--- src/rtl/bitty_uart_pkg.sv ---
// Shared UART definitions: receiver state encoding, data width and protocol
// flag bytes. The PARITY state exists only when UART_RX_PARITY_EN is defined.
package bitty_uart_pkg;

  localparam int DATA_W = 8;

  // Flag byte the host sends to request a fetch.
  localparam logic [7:0] FETCH_FLAG = 8'h03;

  typedef enum logic [2:0] {
    IDLE   = 3'd0,
    START  = 3'd1,
    DATA   = 3'd2,
`ifdef UART_RX_PARITY_EN
    PARITY = 3'd3,
`endif
    STOP   = 3'd4
  } rx_state_e;

  // Even-parity bit for a data word: the XOR of all its bits.
  function automatic logic even_parity(input logic [DATA_W-1:0] d);
    return ^d;
  endfunction

endpackage

--- src/rtl/bit_sync.sv ---
// Two-flop synchronizer for a single asynchronous input. Both flops reset
// to 1 so an idle-high line never shows a false edge after reset.
module bit_sync (
  input  logic clk,
  input  logic reset,
  input  logic d,
  output logic q
);

  logic meta;

  // Shift the async input through two flops.
  always_ff @(posedge clk or negedge reset) begin
    if (!reset) begin
      meta <= 1'b1;
      q    <= 1'b1;
    end else begin
      // NOTE: non-blocking so q takes the old meta, giving two real stages.
      meta <= d;
      q    <= meta;
    end
  end

endmodule

--- src/rtl/uart_rx.sv ---
// UART receiver: 1 start bit, 8 data bits LSB first, optional even-parity
// bit, 1 stop bit. Bits are sampled at mid-bit from the synchronized line.
// Define UART_RX_PARITY_EN to include the parity bit and parity_err;
// without it the frame is 10 bits and parity_err is tied low.
module uart_rx
  import bitty_uart_pkg::*;
#(
  parameter int CLKS_PER_BIT = 87
) (
  input  logic              clk,
  input  logic              reset,
  input  logic              rx,
  output logic              rx_do,
  output logic [DATA_W-1:0] rx_data,
  output logic              frame_err,
  output logic              parity_err,
  output logic              busy
);

  localparam int            CW        = $clog2(CLKS_PER_BIT);
  localparam logic [CW-1:0] BIT_LAST  = CW'(CLKS_PER_BIT - 1);
  localparam logic [CW-1:0] HALF_LAST = CW'(CLKS_PER_BIT / 2 - 1);

  logic              rxs;
  logic              rxs_prev;
  rx_state_e         state;
  logic [CW-1:0]     baud_cnt;
  logic [2:0]        bit_cnt;
  logic [DATA_W-1:0] shift;
  logic              par_bad;

  bit_sync u_sync (
    .clk   (clk),
    .reset (reset),
    .d     (rx),
    .q     (rxs)
  );

`ifndef UART_RX_PARITY_EN
  assign par_bad    = 1'b0;
  assign parity_err = 1'b0;
`endif

  // Receive FSM: edge detect, mid-bit sampling, and registered result pulses.
  always_ff @(posedge clk or negedge reset) begin
    if (!reset) begin
      rxs_prev   <= 1'b1;
      state      <= IDLE;
      baud_cnt   <= '0;
      bit_cnt    <= '0;
      // NOTE: the shift register is reset too, so no stale bits survive an abandoned frame.
      shift      <= '0;
      rx_data    <= '0;
      rx_do      <= 1'b0;
      frame_err  <= 1'b0;
      busy       <= 1'b0;
`ifdef UART_RX_PARITY_EN
      par_bad    <= 1'b0;
      parity_err <= 1'b0;
`endif
    end else begin
      rxs_prev  <= rxs;
      // NOTE: pulse outputs default low every cycle; only STOP raises them.
      rx_do     <= 1'b0;
      frame_err <= 1'b0;
`ifdef UART_RX_PARITY_EN
      parity_err <= 1'b0;
`endif
      unique case (state)
        IDLE: begin
          if (rxs_prev && !rxs) begin
            state    <= START;
            busy     <= 1'b1;
            baud_cnt <= '0;
            bit_cnt  <= '0;
          end
        end
        START: begin
          if (baud_cnt == HALF_LAST) begin
            baud_cnt <= '0;
            if (rxs) begin
              state <= IDLE;
              busy  <= 1'b0;
            end else begin
              state <= DATA;
            end
          end else begin
            baud_cnt <= baud_cnt + 1'b1;
          end
        end
        DATA: begin
          if (baud_cnt == BIT_LAST) begin
            baud_cnt       <= '0;
            shift[bit_cnt] <= rxs;
            bit_cnt        <= bit_cnt + 1'b1;
            if (bit_cnt == 3'd7) begin
`ifdef UART_RX_PARITY_EN
              state <= PARITY;
`else
              state <= STOP;
`endif
            end
          end else begin
            baud_cnt <= baud_cnt + 1'b1;
          end
        end
`ifdef UART_RX_PARITY_EN
        PARITY: begin
          if (baud_cnt == BIT_LAST) begin
            baud_cnt <= '0;
            par_bad  <= rxs ^ even_parity(shift);
            state    <= STOP;
          end else begin
            baud_cnt <= baud_cnt + 1'b1;
          end
        end
`endif
        STOP: begin
          if (baud_cnt == BIT_LAST) begin
            baud_cnt  <= '0;
            state     <= IDLE;
            busy      <= 1'b0;
            frame_err <= !rxs;
`ifdef UART_RX_PARITY_EN
            parity_err <= par_bad;
`endif
            if (rxs && !par_bad) begin
              rx_data <= shift;
              rx_do   <= 1'b1;
            end
          end else begin
            baud_cnt <= baud_cnt + 1'b1;
          end
        end
        default: begin
          state <= IDLE;
          busy  <= 1'b0;
        end
      endcase
    end
  end

endmodule
--- config.mk ---
export PLATFORM = sky130hd
export DESIGN_NAME = uart_rx
export DESIGN_NICKNAME = d
export VERILOG_FILES = /design/src/rtl/bitty_uart_pkg.sv /design/src/rtl/bit_sync.sv /design/src/rtl/uart_rx.sv
export SDC_FILE = /design/constraint.sdc
export NUM_CORES = 1
export LEC_CHECK = 0
export CAP_MARGIN = 0
export CELL_PAD_IN_SITES_DETAIL_PLACEMENT = 1
export CELL_PAD_IN_SITES_GLOBAL_PLACEMENT = 2
export CORE_ASPECT_RATIO = 1.2
export CORE_MARGIN = 1.5
export CORE_UTILIZATION = 39
export CTS_BUF_LIST = sky130_fd_sc_hd__clkbuf_4
export CTS_CLUSTER_SIZE = 8
export DETAILED_ROUTE_END_ITERATION = 8
export GPL_TIMING_DRIVEN = 0
export PLACE_DENSITY = 0.9
export SLEW_MARGIN = 20
export SYNTH_ARGS = -nofsm -noshare
export SYNTH_HDL_FRONTEND = slang
export SYNTH_SLANG_ARGS = --single-unit
--- constraint.sdc ---
create_clock -name clk -period 2.4 [get_ports clk]
set_input_delay 0.48 -clock clk [delete_from_list [all_inputs] [get_ports clk]]
set_output_delay 0.48 -clock clk [all_outputs]
set_load 0.02 [all_outputs]
==> flow_summary.toml, run 1 <==
[status]
status = "complete, no violations"

[cells_and_area]
drive_gt1_frac = 0.2270
seq_area_um2 = 879.6
area_delta_synth_final_pct = 17.22
nets = 191
diodes = 0
multi_input_area_um2 = 833.3
fill_cells = 493

[logic_synthesis]
synth_flop_cell = "dfrtp_1"
synth_top_area_frac = 0.4536
postSynth.asyncResetShare = 1.000
synth.area.mux_share = 0.1077
synthAdderAreaFrac = 0.03402
yosys-top-cells-area = "dfrtp_1, mux2_2, dfstp_2"
avgSynthCellArea_um2 = 10.83
synth_top_family_by_area = "simple AND/OR/NAND/NOR gates"
synth_compound_area_frac = 0.1205
yosysSeqAreaShare = 0.4982
synth_warnings = 0
yosys.area.top_type = "dfrtp_1"
syn_nets = 170
synthTopCellsByCount = "dfrtp_1, nand2_1, mux2_2"
synth-edff-count = 0
ys_seq_elements = 35
synth_simple_gate_area_frac = 0.2027
ys_types = 46
syn_inst = 163
synthXorXnorAreaFrac = 0.004961
netlist_area_um2 = 1765
yosysMostFrequentCell = "dfrtp_1"

[min_path]
hold_class = "in2async"

[global_routing]
antenna_found_initial = 0
grt_usage = 0.1694
grt-ovfl-total = 0
grt_pass1_wl_mm = 6.534
grt_max_degree = 24
grt_pass1_vias = 1449

[clock_tree]
cts_tree = "yes"
cts_setup_buffers = 0
path_clk_slew_ns = 0.11
htree_levels = 2
clock_latency_ns = 0.33
cts-resized-gates = 0
numCtsBuffers = 5
clock-sinks = 35
cts.path.max_buffers = 2
cts_root_buffer = "clkbuf_4"
cts_hold_buffers = 0

[placed_design]
dp_hpwl_mm = 2.808
port_buffers = 13
pre_cts_ws_ns = 0.4328
gp_congestion = 0.7570

[worst_setup_path]
critPathArrivalTime_ns = 2.18
ff2ff_setup_slack_ns = 0.44
setup.worst_path.start_class = "flip-flop"
path_class = "reg2reg"
ff2ff_path_depth = 7
r2r-start = "baud_cnt[0]"
crit_path_end_kind = "flip-flop"
rr_endpoint = "shift[2]"
path_max_fanout = 8
worstPathRequired_ns = 2.63

[detailed_routing]
drc = 0
wl_mm = 3.612
num_vias = 1313
viasPerCell = 5.448
ant_nets = 0
first_pass_iters = 4
wl_per_cell_um = 14.99
drt_iter0_drc = 28

[sta]
finalSetupViolations = 0
timing.final.ws_setup_ns = 0.4440
max_freq_mhz = 511.2
period_share = 0.8150
skew_ns = 0.003151
period_needed_ns = 1.956
hold_violations = 0
grt_setup_unrepaired = "false"
finalSetupTns_ns = 0
maxSlewViolCount = 0

[power_and_ir_drop]
leakagePower_uw = 0.0008955
internal_power_uw = 1051
swShare = 0.3506
power_per_cell_area_nw_per_um2 = 782.2
p_seq_frac = 0.463
pwr-share-clk = 0.261
vdd_ir_drop_max_v = 0.0003428
p_comb_frac = 0.276
p_sw_uw = 567.6

[floorplan]
die_x_um = 64.42
core-area_um2 = 4294
fp.dieArea_um2 = 4941
ioPinCount = 15
initial_utilization = 0.4111
die_h_um = 76.71
rows = 26

[flow_run]
drv_cap = 0
-- cell families (layout without fill, tap and decap cells) --
| family | after synthesis | count (layout) |
|---|---|---|
| xor+xnor | 1 | 1 |
| flops | 35 | 35 |
| fa+ha+maj | 5 | 5 |
| buf+inv | 10 | 32 |
| other cells | 1 | 1 |
| mux | 17 | 17 |
| simple gates | 63 | 63 |
| compound gates | 31 | 31 |
-- per-stage QoR --
stage	instances	utilization	power [µW]	hold WS (ns)	instance area, µm²
floorplan	163	-	1068	0.1844	1765
global placement	232	0.4578	1175	0.3455	1966
detailed placement	233	0.4630	1216	0.3528	1988
CTS	241	0.4819	1649	0.02757	2069
global route	241	0.4819	1747	0.02006	2069
finish	241	0.4819	1619	0.03842	2069
-- worst max path at each step --
| stage | endpoint | cells after the start | from |
|---|---|---|---|
| finish | shift[2] | 7 | baud_cnt[0] |
| global placement | rx_data[7] | 1 | reset |
| floorplan | shift[2] | 7 | baud_cnt[0] |
| global route | shift[2] | 7 | baud_cnt[0] |
| detailed placement | shift[2] | 7 | baud_cnt[0] |
| CTS | shift[2] | 7 | baud_cnt[0] |
-- state kept, by name (all words and copies together), names as in the netlist --
name         flops
rx_data          8
shift            8
baud_cnt         7
bit_cnt          3
state            3
busy             1
frame_err        1
rx_do            1
rxs_prev         1
u_sync.meta      1
u_sync.q         1
-- power groups by stage --
stage	Clock (µW)	Combinational, µW	Sequential [µW]
2_1_floorplan	0	328	740
3_3_place_gp	0	422	753
3_5_place_dp	0	454	762
4_1_cts	440	457	751
5_1_grt	468	510	768
6_report	423	446	750
-- metal layers --
metal / global-route usage / wire [µm] / vias up
met4: 0.07660 / 63 / 0
met1: 0.1844 / 1455 / 657
li1: - / - / 630
met5: 0 / 0 / -
met2: 0.3094 / 2002 / 19
met3: 0.03519 / 91 / 7
-- worst max-delay path, cell delays in order, from the launching register on --
cell and delay (ns):
dfrtp_1 0.41, inv_1 0.10, ha_1 0.19, and4b_1 0.23, buf_6 0.14, nand3_4 0.12, nor4_1 0.28, mux2_2 0.37
-- area by class of cell --
class | instances | area share
Tap cell | 56 | 0.03386
Sequential cell | 35 | 0.4250
Multi-Input combinational cell | 118 | 0.4027
Clock inverter | 3 | 0.02116
Inverter | 4 | 0.007255
Buffer | 6 | 0.01814
Clock buffer | 5 | 0.01814
Timing Repair Buffer | 14 | 0.07376
-- placed cells by master (no fill, tap or decap), types with 2 or more instances in the layout --
cell             instances
o22ai_1                  2
buf_2                    4
clkbuf_4                 5
o211ai_1                 3
a22oi_1                  2
mux2_2                  16
o21ai_0                 10
nor2_1                   7
ha_1                     4
nor2b_1                  3
nand2b_1                 6
or3_1                    2
nand3_1                  2
dfstp_2                  3
clkdlybuf4s50_1         12
nor3_1                  10
inv_1                    4
dfrtp_1                 32
a21oi_1                  5
nand2_1                 21
Power figures use the tool's default switching activity.
==> run 2: changes to the inputs <==
Settings changed: CORE_UTILIZATION 39 to 35, PLACE_DENSITY 0.9 to 0.85.
Clock period 2.4 ns to 1.66 ns, I/O delays scaled along.
==> flow_summary.toml, run 2 (synthesis results as in run 1) <==
[floorplan]
rows = 28
core-area_um2 = 4905
die_h_um = 80.80
die_x_um = 67.84
ioPinCount = 15
initial_utilization = 0.3599
fp.dieArea_um2 = 5481

[min_path]
hold_class = "in2async"

[cells_and_area]
diodes = 0
area_delta_synth_final_pct = 33.73
reg_top3 = "rx_data (8), shift (8), baud_cnt (7)"
multi_input_area_um2 = 1027
final_common_cell = "dfrtp_1"
nets = 201
seq_area_um2 = 882.1
final_cell_mix = "dfrtp_1, nand2_1"
fill_cells = 530
drive_gt1_frac = 0.3487

[sta]
finalSetupViolations = 20
holdWs_ns = 0.3655
worst_pin_slew_ns = 0.5164
finalSetupTns_ns = -1.495
max_freq_mhz = 558.6
maxSlewViolCount = 0
skew_ns = 0.01906
slew_headroom = 0.6510
grt_setup_unrepaired = "true"
period_share = 1.079
hold_violations = 0
timing.final.ws_setup_ns = -0.1303
period_needed_ns = 1.790

[clock_tree]
path_clk_slew_ns = 0.12
clock_latency_ns = 0.35
cts_tree = "yes"
clock-sinks = 35
numCtsBuffers = 5
cts_root_buffer = "clkbuf_4"
cts.path.max_buffers = 2
htree_levels = 2

[detailed_routing]
viasPerCell = 5.345
drt_iter0_drc = 59
ant_nets = 0
wl_mm = 4.449
num_vias = 1363
wl_per_cell_um = 17.45
first_pass_iters = 4
drc = 0

[worst_setup_path]
path_class = "reg2reg"
crit_path_end_kind = "flip-flop"
setup.worst_path.start_class = "flip-flop"
path_max_fanout = 7
critPathArrivalTime_ns = 2.03
ff2ff_path_depth = 8
worstPathRequired_ns = 1.90
ff2ff_setup_slack_ns = -0.13

[power_and_ir_drop]
pwr-share-clk = 0.247
leakagePower_uw = 0.001183
p_seq_frac = 0.429
power_per_cell_area_nw_per_um2 = 1077
p_comb_frac = 0.325
internal_power_uw = 1614
p_sw_uw = 928.8
swShare = 0.3653
vdd_ir_drop_max_v = 0.0007054

[status]
violations = "setup timing"
status = "finished, violations left"

[global_routing]
grt_max_degree = 26
grt_usage = 0.1746
grt_pass1_wl_mm = 7.051
grt_pass1_vias = 1474
grt-ovfl-total = 0
antenna_found_initial = 0

[flow_run]
drv_cap = 0

[placed_design]
gp_congestion = 0.8127
dp_hpwl_mm = 2.943
port_buffers = 13
==> run 2: changes by cell type in the layout (fill, tap and decap cells not counted), moves of 5 or more <==
cell | before | now
clkdlybuf4s50_1 | 12 | 1
buf_4 | 1 | 8
dlygate4sd2_1 | 0 | 5
nor3_1 | 10 | 4
nor3_4 | 0 | 6
dlymetal6s2s_1 | 0 | 6
mux2_2 | 16 | 8
mux2_4 | 0 | 8
==> run 2: routing by layer <==
metal  GRT usage  share of wire  up-vias
li1            -              -      653
met1      0.1977           0.41      683
met2      0.3245           0.55       22
met3     0.04155          0.025        5
met4     0.04200          0.010        0
met5           0              0        -
==> run 2: final timing paths <==
check / endpoint / startpoint
max: shift[2] / baud_cnt[0]
min: rx_data[4] / reset
max reg2reg: shift[2] / baud_cnt[0]
min reg2reg: u_sync.q / u_sync.meta
max in group asynchronous: baud_cnt[1] / reset
min in group clk: u_sync.q / u_sync.meta
==> run 2: power by group through the flow <==
stage / sequential [µW] / combinational [µW] / clock [µW]
2_1_floorplan: 1070 / 476 / 0
3_5_place_dp: 1100 / 650 / 0
5_1_grt: 1120 / 926 / 687
6_report: 1090 / 826 / 627
4_1_cts: 1090 / 757 / 641
3_3_place_gp: 1090 / 607 / 0
==> run 2: cell type report <==
type                    instances  share of cell area
flip-flops and latches         35              0.3736
clock buffers                   5             0.01590
inverters                       4            0.006359
well taps                      60             0.03180
repair buffers                 23              0.1002
clock inverters                 3             0.01855
plain buffers                   6             0.01855
multi-input cells             119              0.4351
==> run 2: per-stage QoR <==
stage	cells	util	worst slack [ns]	instance area [µm²]	power [µW]
finish	255	0.4814	-0.1303	2361	2542
global route	255	0.4814	-0.2025	2361	2730
CTS	251	0.4620	-0.1526	2266	2484
detailed placement	237	0.4071	-0.2926	1997	1751
global placement	236	0.4041	-0.4563	1982	1702
floorplan	163	-	-0.06153	1777	1549
==> run 2: timing repair <==
item / 4_1_cts / 5_1_grt
hold buffers: 1 / 0
resized for setup: 29 / 19
setup endpoints to repair: 31 / 35
hold endpoints to repair: 7 / 0
setup buffers: 4 / 4
pin swaps: 8 / 7
cloned: 1 / 0
==> run 2: critical path, stage by stage, from the launching register on <==
cell	delay, ns
dfrtp_1	0.40
inv_2	0.08
ha_4	0.13
and4b_1	0.20
buf_6	0.13
nand3_4	0.10
buf_12	0.18
nor4_4	0.16
mux2_4	0.32
